### src/rtl/display_scanout_if.sv
// Framebuffer read port and video output bundle of the display scan-out stage.
// The scan-out block drives through the master modport; the framebuffer/pins side uses slave.
interface display_scanout_if #(
  parameter int FB_WIDTH  = 320,
  parameter int FB_HEIGHT = 240
);
  localparam int FB_X_W = $clog2(FB_WIDTH);
  localparam int FB_Y_W = $clog2(FB_HEIGHT);

  logic [FB_X_W-1:0] fb_x;
  logic [FB_Y_W-1:0] fb_y;
  logic [15:0]       fb_pixel;
  logic [15:0]       rgb;
  logic              hsync;
  logic              vsync;
  logic              de;
  logic              frame_start;

  modport master (
    output fb_x, fb_y, rgb, hsync, vsync, de, frame_start,
    input  fb_pixel
  );

  modport slave (
    input  fb_x, fb_y, rgb, hsync, vsync, de, frame_start,
    output fb_pixel
  );
endinterface

### src/rtl/display_scanout.sv
// Raster timing generator and pixel-doubling scan-out for a framebuffer feeding a VGA-style output.
// Control signals are delayed to line up with the framebuffer read data, then registered together.
module display_scanout #(
  parameter int H_ACTIVE        = 640,
  parameter int H_FP            = 16,
  parameter int H_SYNC          = 96,
  parameter int H_BP            = 48,
  parameter int V_ACTIVE        = 480,
  parameter int V_FP            = 10,
  parameter int V_SYNC          = 2,
  parameter int V_BP            = 33,
  parameter int FB_WIDTH        = 320,
  parameter int FB_HEIGHT       = 240,
  parameter int SCALE_LOG2      = 1,
  parameter int RD_LATENCY      = 1,
  parameter int SYNC_ACTIVE_LOW = 1
) (
  input  logic                clk,
  input  logic                rst,
  display_scanout_if.master   bus
);

  localparam int H_TOTAL = H_ACTIVE + H_FP + H_SYNC + H_BP;
  localparam int V_TOTAL = V_ACTIVE + V_FP + V_SYNC + V_BP;
  localparam int H_CNT_W = $clog2(H_TOTAL);
  localparam int V_CNT_W = $clog2(V_TOTAL);
  localparam int FB_X_W  = $clog2(FB_WIDTH);
  localparam int FB_Y_W  = $clog2(FB_HEIGHT);

  localparam logic [H_CNT_W-1:0] H_ZERO_C = H_CNT_W'(0);
  localparam logic [H_CNT_W-1:0] H_ONE_C  = H_CNT_W'(1);
  localparam logic [H_CNT_W-1:0] H_ACT_C  = H_CNT_W'(H_ACTIVE);
  localparam logic [H_CNT_W-1:0] H_SS_C   = H_CNT_W'(H_ACTIVE + H_FP);
  localparam logic [H_CNT_W-1:0] H_SE_C   = H_CNT_W'(H_ACTIVE + H_FP + H_SYNC);
  localparam logic [H_CNT_W-1:0] H_LAST_C = H_CNT_W'(H_TOTAL - 1);
  localparam logic [V_CNT_W-1:0] V_ZERO_C = V_CNT_W'(0);
  localparam logic [V_CNT_W-1:0] V_ONE_C  = V_CNT_W'(1);
  localparam logic [V_CNT_W-1:0] V_ACT_C  = V_CNT_W'(V_ACTIVE);
  localparam logic [V_CNT_W-1:0] V_SS_C   = V_CNT_W'(V_ACTIVE + V_FP);
  localparam logic [V_CNT_W-1:0] V_SE_C   = V_CNT_W'(V_ACTIVE + V_FP + V_SYNC);
  localparam logic [V_CNT_W-1:0] V_LAST_C = V_CNT_W'(V_TOTAL - 1);

  localparam logic SYNC_IDLE = (SYNC_ACTIVE_LOW != 0) ? 1'b1 : 1'b0;

  typedef struct packed {
    logic de;
    logic hs;
    logic vs;
    logic fs;
  } ctl_t;

  localparam ctl_t CTL_IDLE_C = ctl_t'(4'b0000);

  logic [H_CNT_W-1:0] h_cnt_q, h_cnt_d;
  logic [V_CNT_W-1:0] v_cnt_q, v_cnt_d;
  ctl_t               raw_s;
  ctl_t               ctl_pipe_q [RD_LATENCY];
  ctl_t               dly_s;
  logic [FB_X_W-1:0]  fb_x_s;
  logic [FB_Y_W-1:0]  fb_y_s;
  logic [15:0]        rgb_q, rgb_d;
  logic               hsync_q, hsync_d;
  logic               vsync_q, vsync_d;
  logic               de_q, de_d;
  logic               fs_q, fs_d;

  // Raster counter next state: h wraps each line, v advances on the h wrap.
  always_comb begin
    h_cnt_d = h_cnt_q + H_ONE_C;
    v_cnt_d = v_cnt_q;
    if (h_cnt_q == H_LAST_C) begin
      h_cnt_d = H_ZERO_C;
      if (v_cnt_q == V_LAST_C) begin
        v_cnt_d = V_ZERO_C;
      end else begin
        v_cnt_d = v_cnt_q + V_ONE_C;
      end
    end else begin
      v_cnt_d = v_cnt_q;
    end
  end

  // Raster counter register.
  always_ff @(posedge clk) begin
    if (rst) begin
      h_cnt_q <= H_ZERO_C;
      v_cnt_q <= V_ZERO_C;
    end else begin
      h_cnt_q <= h_cnt_d;
      v_cnt_q <= v_cnt_d;
    end
  end

  // Raw control flags and framebuffer address decoded from the counters.
  always_comb begin
    raw_s    = CTL_IDLE_C;
    raw_s.de = (h_cnt_q < H_ACT_C) && (v_cnt_q < V_ACT_C);
    raw_s.hs = (h_cnt_q >= H_SS_C) && (h_cnt_q < H_SE_C);
    raw_s.vs = (v_cnt_q >= V_SS_C) && (v_cnt_q < V_SE_C);
    raw_s.fs = (h_cnt_q == H_ZERO_C) && (v_cnt_q == V_ZERO_C);
    // Address is parked at 0 in blanking and while reset is held.
    if (!rst && raw_s.de) begin
      fb_x_s = FB_X_W'(h_cnt_q >> SCALE_LOG2);
      fb_y_s = FB_Y_W'(v_cnt_q >> SCALE_LOG2);
    end else begin
      fb_x_s = {FB_X_W{1'b0}};
      fb_y_s = {FB_Y_W{1'b0}};
    end
  end

  // Control delay line matching the framebuffer read latency.
  always_ff @(posedge clk) begin
    if (rst) begin
      for (int i = 0; i < RD_LATENCY; i++) begin
        ctl_pipe_q[i] <= CTL_IDLE_C;
      end
    end else begin
      ctl_pipe_q[0] <= raw_s;
      for (int i = 1; i < RD_LATENCY; i++) begin
        ctl_pipe_q[i] <= ctl_pipe_q[i-1];
      end
    end
  end

  assign dly_s = ctl_pipe_q[RD_LATENCY-1];

  // Output stage next values: blank rgb outside the visible region, apply sync polarity.
  always_comb begin
    rgb_d   = 16'h0000;
    hsync_d = SYNC_IDLE;
    vsync_d = SYNC_IDLE;
    de_d    = dly_s.de;
    fs_d    = dly_s.fs;
    if (dly_s.de) begin
      rgb_d = bus.fb_pixel;
    end else begin
      rgb_d = 16'h0000;
    end
    if (dly_s.hs) begin
      hsync_d = ~SYNC_IDLE;
    end else begin
      hsync_d = SYNC_IDLE;
    end
    if (dly_s.vs) begin
      vsync_d = ~SYNC_IDLE;
    end else begin
      vsync_d = SYNC_IDLE;
    end
  end

  // Output register.
  always_ff @(posedge clk) begin
    if (rst) begin
      rgb_q   <= 16'h0000;
      hsync_q <= SYNC_IDLE;
      vsync_q <= SYNC_IDLE;
      de_q    <= 1'b0;
      fs_q    <= 1'b0;
    end else begin
      rgb_q   <= rgb_d;
      hsync_q <= hsync_d;
      vsync_q <= vsync_d;
      de_q    <= de_d;
      fs_q    <= fs_d;
    end
  end

  assign bus.fb_x        = fb_x_s;
  assign bus.fb_y        = fb_y_s;
  assign bus.rgb         = rgb_q;
  assign bus.hsync       = hsync_q;
  assign bus.vsync       = vsync_q;
  assign bus.de          = de_q;
  assign bus.frame_start = fs_q;

endmodule

### src/flat_wrapper.sv
// flat-port wrapper written by rule: the top's interface ports become plain ports
module display_scanout_flat 
#(
  parameter int H_ACTIVE        = 640,
  parameter int H_FP            = 16,
  parameter int H_SYNC          = 96,
  parameter int H_BP            = 48,
  parameter int V_ACTIVE        = 480,
  parameter int V_FP            = 10,
  parameter int V_SYNC          = 2,
  parameter int V_BP            = 33,
  parameter int FB_WIDTH        = 320,
  parameter int FB_HEIGHT       = 240,
  parameter int SCALE_LOG2      = 1,
  parameter int RD_LATENCY      = 1,
  parameter int SYNC_ACTIVE_LOW = 1
)
  (clk, rst, bus_fb_x, bus_fb_y, bus_rgb, bus_hsync, bus_vsync, bus_de, bus_frame_start, bus_fb_pixel);
  display_scanout_if #(.FB_WIDTH(FB_WIDTH), .FB_HEIGHT(FB_HEIGHT)) bus_i ();
  input  logic clk;
  input  logic rst;
  output wire logic [$bits(bus_i.fb_x)-1:0] bus_fb_x;
  output wire logic [$bits(bus_i.fb_y)-1:0] bus_fb_y;
  output wire logic [$bits(bus_i.rgb)-1:0] bus_rgb;
  output wire logic [$bits(bus_i.hsync)-1:0] bus_hsync;
  output wire logic [$bits(bus_i.vsync)-1:0] bus_vsync;
  output wire logic [$bits(bus_i.de)-1:0] bus_de;
  output wire logic [$bits(bus_i.frame_start)-1:0] bus_frame_start;
  input wire logic [$bits(bus_i.fb_pixel)-1:0] bus_fb_pixel;
  assign bus_fb_x = bus_i.fb_x;
  assign bus_fb_y = bus_i.fb_y;
  assign bus_rgb = bus_i.rgb;
  assign bus_hsync = bus_i.hsync;
  assign bus_vsync = bus_i.vsync;
  assign bus_de = bus_i.de;
  assign bus_frame_start = bus_i.frame_start;
  assign bus_i.fb_pixel = bus_fb_pixel;
  display_scanout #(.H_ACTIVE(H_ACTIVE), .H_FP(H_FP), .H_SYNC(H_SYNC), .H_BP(H_BP), .V_ACTIVE(V_ACTIVE), .V_FP(V_FP), .V_SYNC(V_SYNC), .V_BP(V_BP), .FB_WIDTH(FB_WIDTH), .FB_HEIGHT(FB_HEIGHT), .SCALE_LOG2(SCALE_LOG2), .RD_LATENCY(RD_LATENCY), .SYNC_ACTIVE_LOW(SYNC_ACTIVE_LOW)) u_core (.clk(clk), .rst(rst), .bus(bus_i));
endmodule
### config.mk
export PLATFORM = sky130hd
export DESIGN_NAME = display_scanout_flat
export DESIGN_NICKNAME = d
export VERILOG_FILES = /design/src/rtl/display_scanout_if.sv /design/src/rtl/display_scanout.sv /design/src/flat_wrapper.sv
export SDC_FILE = /design/constraint.sdc
export NUM_CORES = 1
export LEC_CHECK = 0
export ABC_AREA = 0
export ABC_CLOCK_PERIOD_IN_PS = 1600
export CAP_MARGIN = 20
export CORE_MARGIN = 5
export CORE_UTILIZATION = 44
export CTS_BUF_LIST = sky130_fd_sc_hd__clkbuf_8
export CTS_CLUSTER_SIZE = 14
export DETAILED_ROUTE_END_ITERATION = 8
export PLACE_DENSITY = 0.75
export SYNTH_ARGS = -nofsm -noshare
export SYNTH_HDL_FRONTEND = slang
export SYNTH_SLANG_ARGS = --single-unit
### constraint.sdc
create_clock -name clk -period 1.6 [get_ports clk]
set_clock_uncertainty 0.05 [all_clocks]
set_input_delay 0.24 -clock clk [delete_from_list [all_inputs] [get_ports clk]]
set_output_delay 0.24 -clock clk [all_outputs]
set_load 0.01 [all_outputs]
==> results.json, run 1 <==
{
  "numCtsBuffers": 5,
  "grt_pass1_vias": 1473,
  "syn_inst": 190,
  "synth.area.mux_share_pct": 1.83,
  "required_ps": 1310,
  "synth_area_leaders": "dfxtp_1, and2_1, nor2_1, xnor2_1, xor2_1",
  "synth_edf_count": 0,
  "finalPower_uw": 2210,
  "seq_area_frac_synth_pct": 46.1,
  "post_route_cells_drive_above_1_share_pct": 42.7,
  "end_kind": "output pin",
  "start_util_pct": 44.5,
  "syn_avg_cell_area_sq_um": 10.1,
  "grt_setup_unrepaired": "yes",
  "r2r_start": "u_core.v_cnt_q[6]$_SDFFE_PP0N_",
  "synth-simple-area-share_pct": 36.3,
  "overflow": 0,
  "synthArstFlopShare_pct": 0,
  "max_slew_margin_pct": 68.7,
  "ant_nets": 0,
  "layout_commonest_cell": "buf_4",
  "drt_wl_total_mm": 4.91,
  "drtIter0Drc": 72,
  "cts_max_level": 2,
  "vias": 1638,
  "crit_chain": "and3_4 -> nand2_2 -> and3_4 -> buf_6 -> and2_4 -> buf_6",
  "clk-insertion-delay-late_ps": 300,
  "layout.nets": 307,
  "synth_top_area_share_pct": 46.1,
  "final-hold-violation-count": 0,
  "cts_tree": "yes",
  "finalSetupViolations": 33,
  "die_x_um": 75.9,
  "firstDrtPassIters": 5,
  "drv_cap": 0,
  "arrival_ps": 1450,
  "clkSinkCount": 44,
  "placementRows": 24,
  "wl_per_cell_um": 14.5,
  "worstPathMaxFanout": 5,
  "grt_max_degree": 18,
  "netlist_area_sq_mm": 0.00191,
  "groute.usage.overall_pct": 17.3,
  "worst_slack_ps": -138,
  "remaining_drc_errors": 0,
  "pin_count": 55,
  "clk_path_buf_depth": 2,
  "status": "finished with violations",
  "synth_top_family_by_area": "simple AND/OR/NAND/NOR gates",
  "synth_nets": 212,
  "path_delay_family": "simple AND/OR/NAND/NOR gates",
  "synth_compound_area_share_pct": 2.49,
  "ys_seq_elements": 44,
  "syn_to_final_growth_pct": 58.5,
  "whs_ps": 335,
  "viasPerCell": 4.85,
  "hold_path_end": "u_core.bus.hsync$_SDFF_PP1_",
  "yosysTopAreaCell": "dfxtp_1",
  "port_buffers": 54,
  "max_freq_mhz": 575,
  "min_path_cells": 1,
  "tightest_slew_ps": 468,
  "violations": "negative setup slack",
  "cp-start-kind": "flip-flop",
  "post-route-period-util_pct": 109,
  "reg2regPathDepth": 5,
  "worst_r2r_endpoint": "u_core.v_cnt_q[5]$_SDFFE_PP0N_",
  "synth_warnings": 0,
  "min_from": "u_core.ctl_pipe_q[0][2]$_SDFF_PP0_",
  "crit_path_max_incr_delay_ps": 330,
  "power_leakage_uw": 0.00129,
  "synth_cell_type_count": 42,
  "dp.cells": 318,
  "crit_path_top_delay_cell": "dfxtp_2",
  "synthAdderAreaFrac_pct": 2.62,
  "clk_pin_slew_ps": 80,
  "grt_pass1_wl_mm": 7.40,
  "die_area_sq_mm": 0.00576,
  "vdd_drop_max_uv": 407,
  "synthXorXnorAreaFrac_pct": 5.96,
  "die_height_um": 75.9,
  "path_buf_inv": 2,
  "worstSetupPathType": "reg2out",
  "hp-class": "reg2reg",
  "fin_area_sq_mm": 0.00303,
  "core-area_sq_mm": 0.00429,
  "fin_cells": 338,
  "maxSlewViolCount": 0,
  "ctsHoldBuffers": 0,
  "pwr_density_cell_mw_per_mm2": 730,
  "cts-root-buf": "clkbuf_8",
  "synthFlopType": "dfxtp_1",
  "place_area_sq_mm": 0.00268,
  "ff2ff_setup_slack_ps": -110,
  "fin_crit_ps": 1740,
  "final_cell_mix": "buf_4, clkdlybuf4s50_1, dfxtp_1, buf_6",
  "grt_antenna_before_repair": 0,
  "gp_congestion": 0.820,
  "antenna_cells_inserted": 0,
  "dp_hpwl_mm": 3.45
}
==> Yosys cell counts, types with 2 or more instances <==
cell type / count
dfxtp_1: 44
and2_1: 33
nor2_1: 17
nand3_1: 8
xnor2_1: 7
xor2_1: 6
and3_1: 5
inv_1: 5
nand2_1: 5
buf_6: 4
ha_1: 4
nor2b_1: 4
a21oi_1: 3
nand2b_1: 3
nor3_1: 3
nor4_1: 3
o21ai_0: 3
or3_1: 3
and4_2: 2
and4b_1: 2
buf_2: 2
mux2i_1: 2
nor2_2: 2
nor4_2: 2
==> worst max-delay path by stage <==
stage	start	endpoint	slack [ps]	cells after the start
after floorplan	u_core.h_cnt_q[0]$_SDFF_PP0_	u_core.v_cnt_q[6]$_SDFFE_PP0N_	20	5
after global placement	rst	bus_fb_y[0]	-430	6
after detailed placement	rst	bus_fb_y[5]	-460	6
after CTS	u_core.v_cnt_q[6]$_SDFFE_PP0N_	bus_fb_y[1]	-140	6
after global routing	u_core.v_cnt_q[6]$_SDFFE_PP0N_	bus_fb_y[2]	-190	6
final	u_core.v_cnt_q[5]$_SDFFE_PP0N_	bus_fb_x[2]	-140	6
==> report_power, final <==
part           switching (uW)  internal (uW)
sequential               12.9           1130
combinational            77.6            126
clock                     397            470
==> final cells by class <==
type	count	area [sq um]
Fill cell	313	1270
Tap cell	52	65.1
Inverter	5	18.8
Clock inverter	3	46.3
Clock buffer	5	68.8
Sequential cell	44	893
Multi-Input combinational cell	132	1030
Timing Repair Buffer	97	903
==> state kept, by name, indices dropped and copies added (netlist names) <==
register,cells
u_core.bus.rgb,16
u_core.h_cnt_q,10
u_core.v_cnt_q,10
u_core.ctl_pipe_q,4
u_core.bus.de,1
u_core.bus.frame_start,1
u_core.bus.hsync,1
u_core.bus.vsync,1
==> worst register-to-register path, stage by stage (launching register included) <==
cell     delay, ps
dfxtp_2        330
buf_4          140
or4b_1         590
nor3_4         190
a31o_4         250
nor2_1          60
==> timing repair <==
action / 4_1_cts / 5_1_grt
resized for setup: 111 / 19
buffers inserted: 1 / 9
pin swaps: 11 / 14
gates cloned: 2 / 0
endpoints found under the setup margin: 33 / 51
==> per-stage QoR <==
stage	worst slack (ps)	utilization (%)	TNS, ps
final	-138	70.5	-3180
after global routing	-191	70.5	-5070
after CTS	-144	67.6	-3200
after detailed placement	-455	62.4	-13620
after global placement	-429	62.4	-12960
after floorplan	24.7	-	0
==> layer usage <==
layer  global-route usage [%]  up-vias  wire length (um)
li1                         -      821                 -
met1                     24.4      752              2130
met2                     26.1       60              2360
met3                     4.22        5               361
met4                     5.24        0                57
met5                        0        -                 0
==> cells by family (layout without fill, tap and decap cells) <==
family | count (synthesis) | in the layout
XOR/XNOR | 13 | 13
flip-flops | 44 | 44
AO/OA/AOI/OAI | 7 | 7
multiplexers | 3 | 3
AND/OR/NAND/NOR | 105 | 105
buffers and inverters | 14 | 110
adder cells (fa/ha/maj) | 4 | 4
Note: power is estimated with default switching activity, not from simulation.
==> run 2, diff against run 1 <==
--- a/config.mk
+++ b/config.mk
@@ -5,9 +5,7 @@
 export SDC_FILE = /design/constraint.sdc
 export NUM_CORES = 1
 export LEC_CHECK = 0
-export ABC_AREA = 0
 export ABC_CLOCK_PERIOD_IN_PS = 1600
-export CAP_MARGIN = 20
 export CORE_MARGIN = 5
 export CORE_UTILIZATION = 44
 export CTS_BUF_LIST = sky130_fd_sc_hd__clkbuf_8
==> results of run 2 <==
Final layout, timing and power as in run 1 (identical DEF).
==> variant, RTL diff (flow settings as in run 2) <==
`SYNC_ACTIVE_LOW` is set to 1 in 2 places; all go to 0.
--- a/src/rtl/display_scanout.sv
+++ b/src/rtl/display_scanout.sv
@@ -13,7 +13,7 @@
   parameter int FB_HEIGHT       = 240,
   parameter int SCALE_LOG2      = 1,
   parameter int RD_LATENCY      = 1,
-  parameter int SYNC_ACTIVE_LOW = 1
+  parameter int SYNC_ACTIVE_LOW = 0
 ) (
   input  logic                clk,
   input  logic                rst,
--- a/src/flat_wrapper.sv
+++ b/src/flat_wrapper.sv
@@ -13,7 +13,7 @@
   parameter int FB_HEIGHT       = 240,
   parameter int SCALE_LOG2      = 1,
   parameter int RD_LATENCY      = 1,
-  parameter int SYNC_ACTIVE_LOW = 1
+  parameter int SYNC_ACTIVE_LOW = 0
 )
   (clk, rst, bus_fb_x, bus_fb_y, bus_rgb, bus_hsync, bus_vsync, bus_de, bus_frame_start, bus_fb_pixel);
   display_scanout_if #(.FB_WIDTH(FB_WIDTH), .FB_HEIGHT(FB_HEIGHT)) bus_i ();
Formal check against the unedited RTL: not equivalent (a bounded check fails within 4 cycles, from zero or initial values and one cycle with rst high).
==> variant against run 2 <==
- the run still ends with setup timing left
- total power fell by 2.1%
- cell count fell by 6.8%
- cell area fell by 9.0%
- sequential share of layout area rose by 2.8 points
- first-iteration DRC count rose by 81%
- sequential cell count did not move
- wire length fell by 14%
- synthesized area fell by 3.9%
- worst setup slack got worse by 0.0065 ns
- critical endpoint is now bus_fb_x[5]
- largest cell class unchanged
- largest power group unchanged
- highest routed layer unchanged
==> variant: results (changes against run 2) <==
outcome finished with violations; failing checks setup timing; switching power total 0.4520 mW (-7.4%); Hold Path Sink u_core.bus.hsync$_SDFF_PP0_; first-pass GRT wire length 7024 um (-5.1%); placed cell count 304 (-4.4%); vias in the first global route 1479 (+0.41%); cell area after placement 0.002560 mm^2 (-4.5%); buffering overhead 27.58% (-2.3 points); nonclk buf count 83 (-14%); Final WS setup -0.1448 ns (-0.006536 ns); post-synthesis cell type count 38 (-9.5%); Final nets 286 (-6.8%); Multi-input gate area 912.1 um^2 (-12%); Flop pwr share 52.5% (+1.0 points); Max IR drop VDD 0.4463 mV (+9.7%); DR pass1 iterations 4 (-1); final setup vio count 16 (-52%); Seq/total area 32.30% (+2.8 points); CP Max Fanout 8 (+3); Critical Path Start u_core.h_cnt_q[9]$_SDFF_PP0_; Tot GR Track Use 16.46% (-0.87 points); routability cong. 0.7859 (-4.1%); post-synthesis sequential area ratio 47.99% (+1.9 points); Post-synth top cells dfxtp_1, and2_1, nor2_1; final std cells w/o fill 315 (-6.8%); FILL cells 330 (+5.4%); Syn Nets 206 (-2.8%); worst hold slack 0.3873 ns (+0.05232 ns); r2r worst-path depth 7 (+2)
-- variant: cell count changes after synthesis, moves of 3 or more --
cell	run 2	this run
nor2_2	2	6
a21oi_2	0	4
xnor2_1	7	4
nand4_1	1	4
nand3_1	8	4
nor2_1	17	9
-- variant: cell families after synthesis --
group                    share of synthesized area (%)
AO/OA/AOI/OAI                                    4.226
adder cells (fa/ha/maj)                          2.727
AND/OR/NAND/NOR                                  33.06
multiplexers                                     1.091
flip-flops                                       47.99
buffers and inverters                            5.180
XOR/XNOR                                         5.726
-- variant: per-layer routing --
metal	track usage, %	wire length [um]	vias up
li1	-	-	769
met1	22.31	1938	703
met2	26.05	1958	44
met3	3.919	257	4
met4	4.941	51	0
met5	0	0	-
-- variant: repair_timing --
| action | in CTS | in global routing |
|---|---|---|
| cloned | 1 | 0 |
| setup endpoints to repair | 32 | 35 |
| pin swaps | 13 | 3 |
| gates resized for setup | 105 | 5 |
| setup buffers | 3 | 0 |
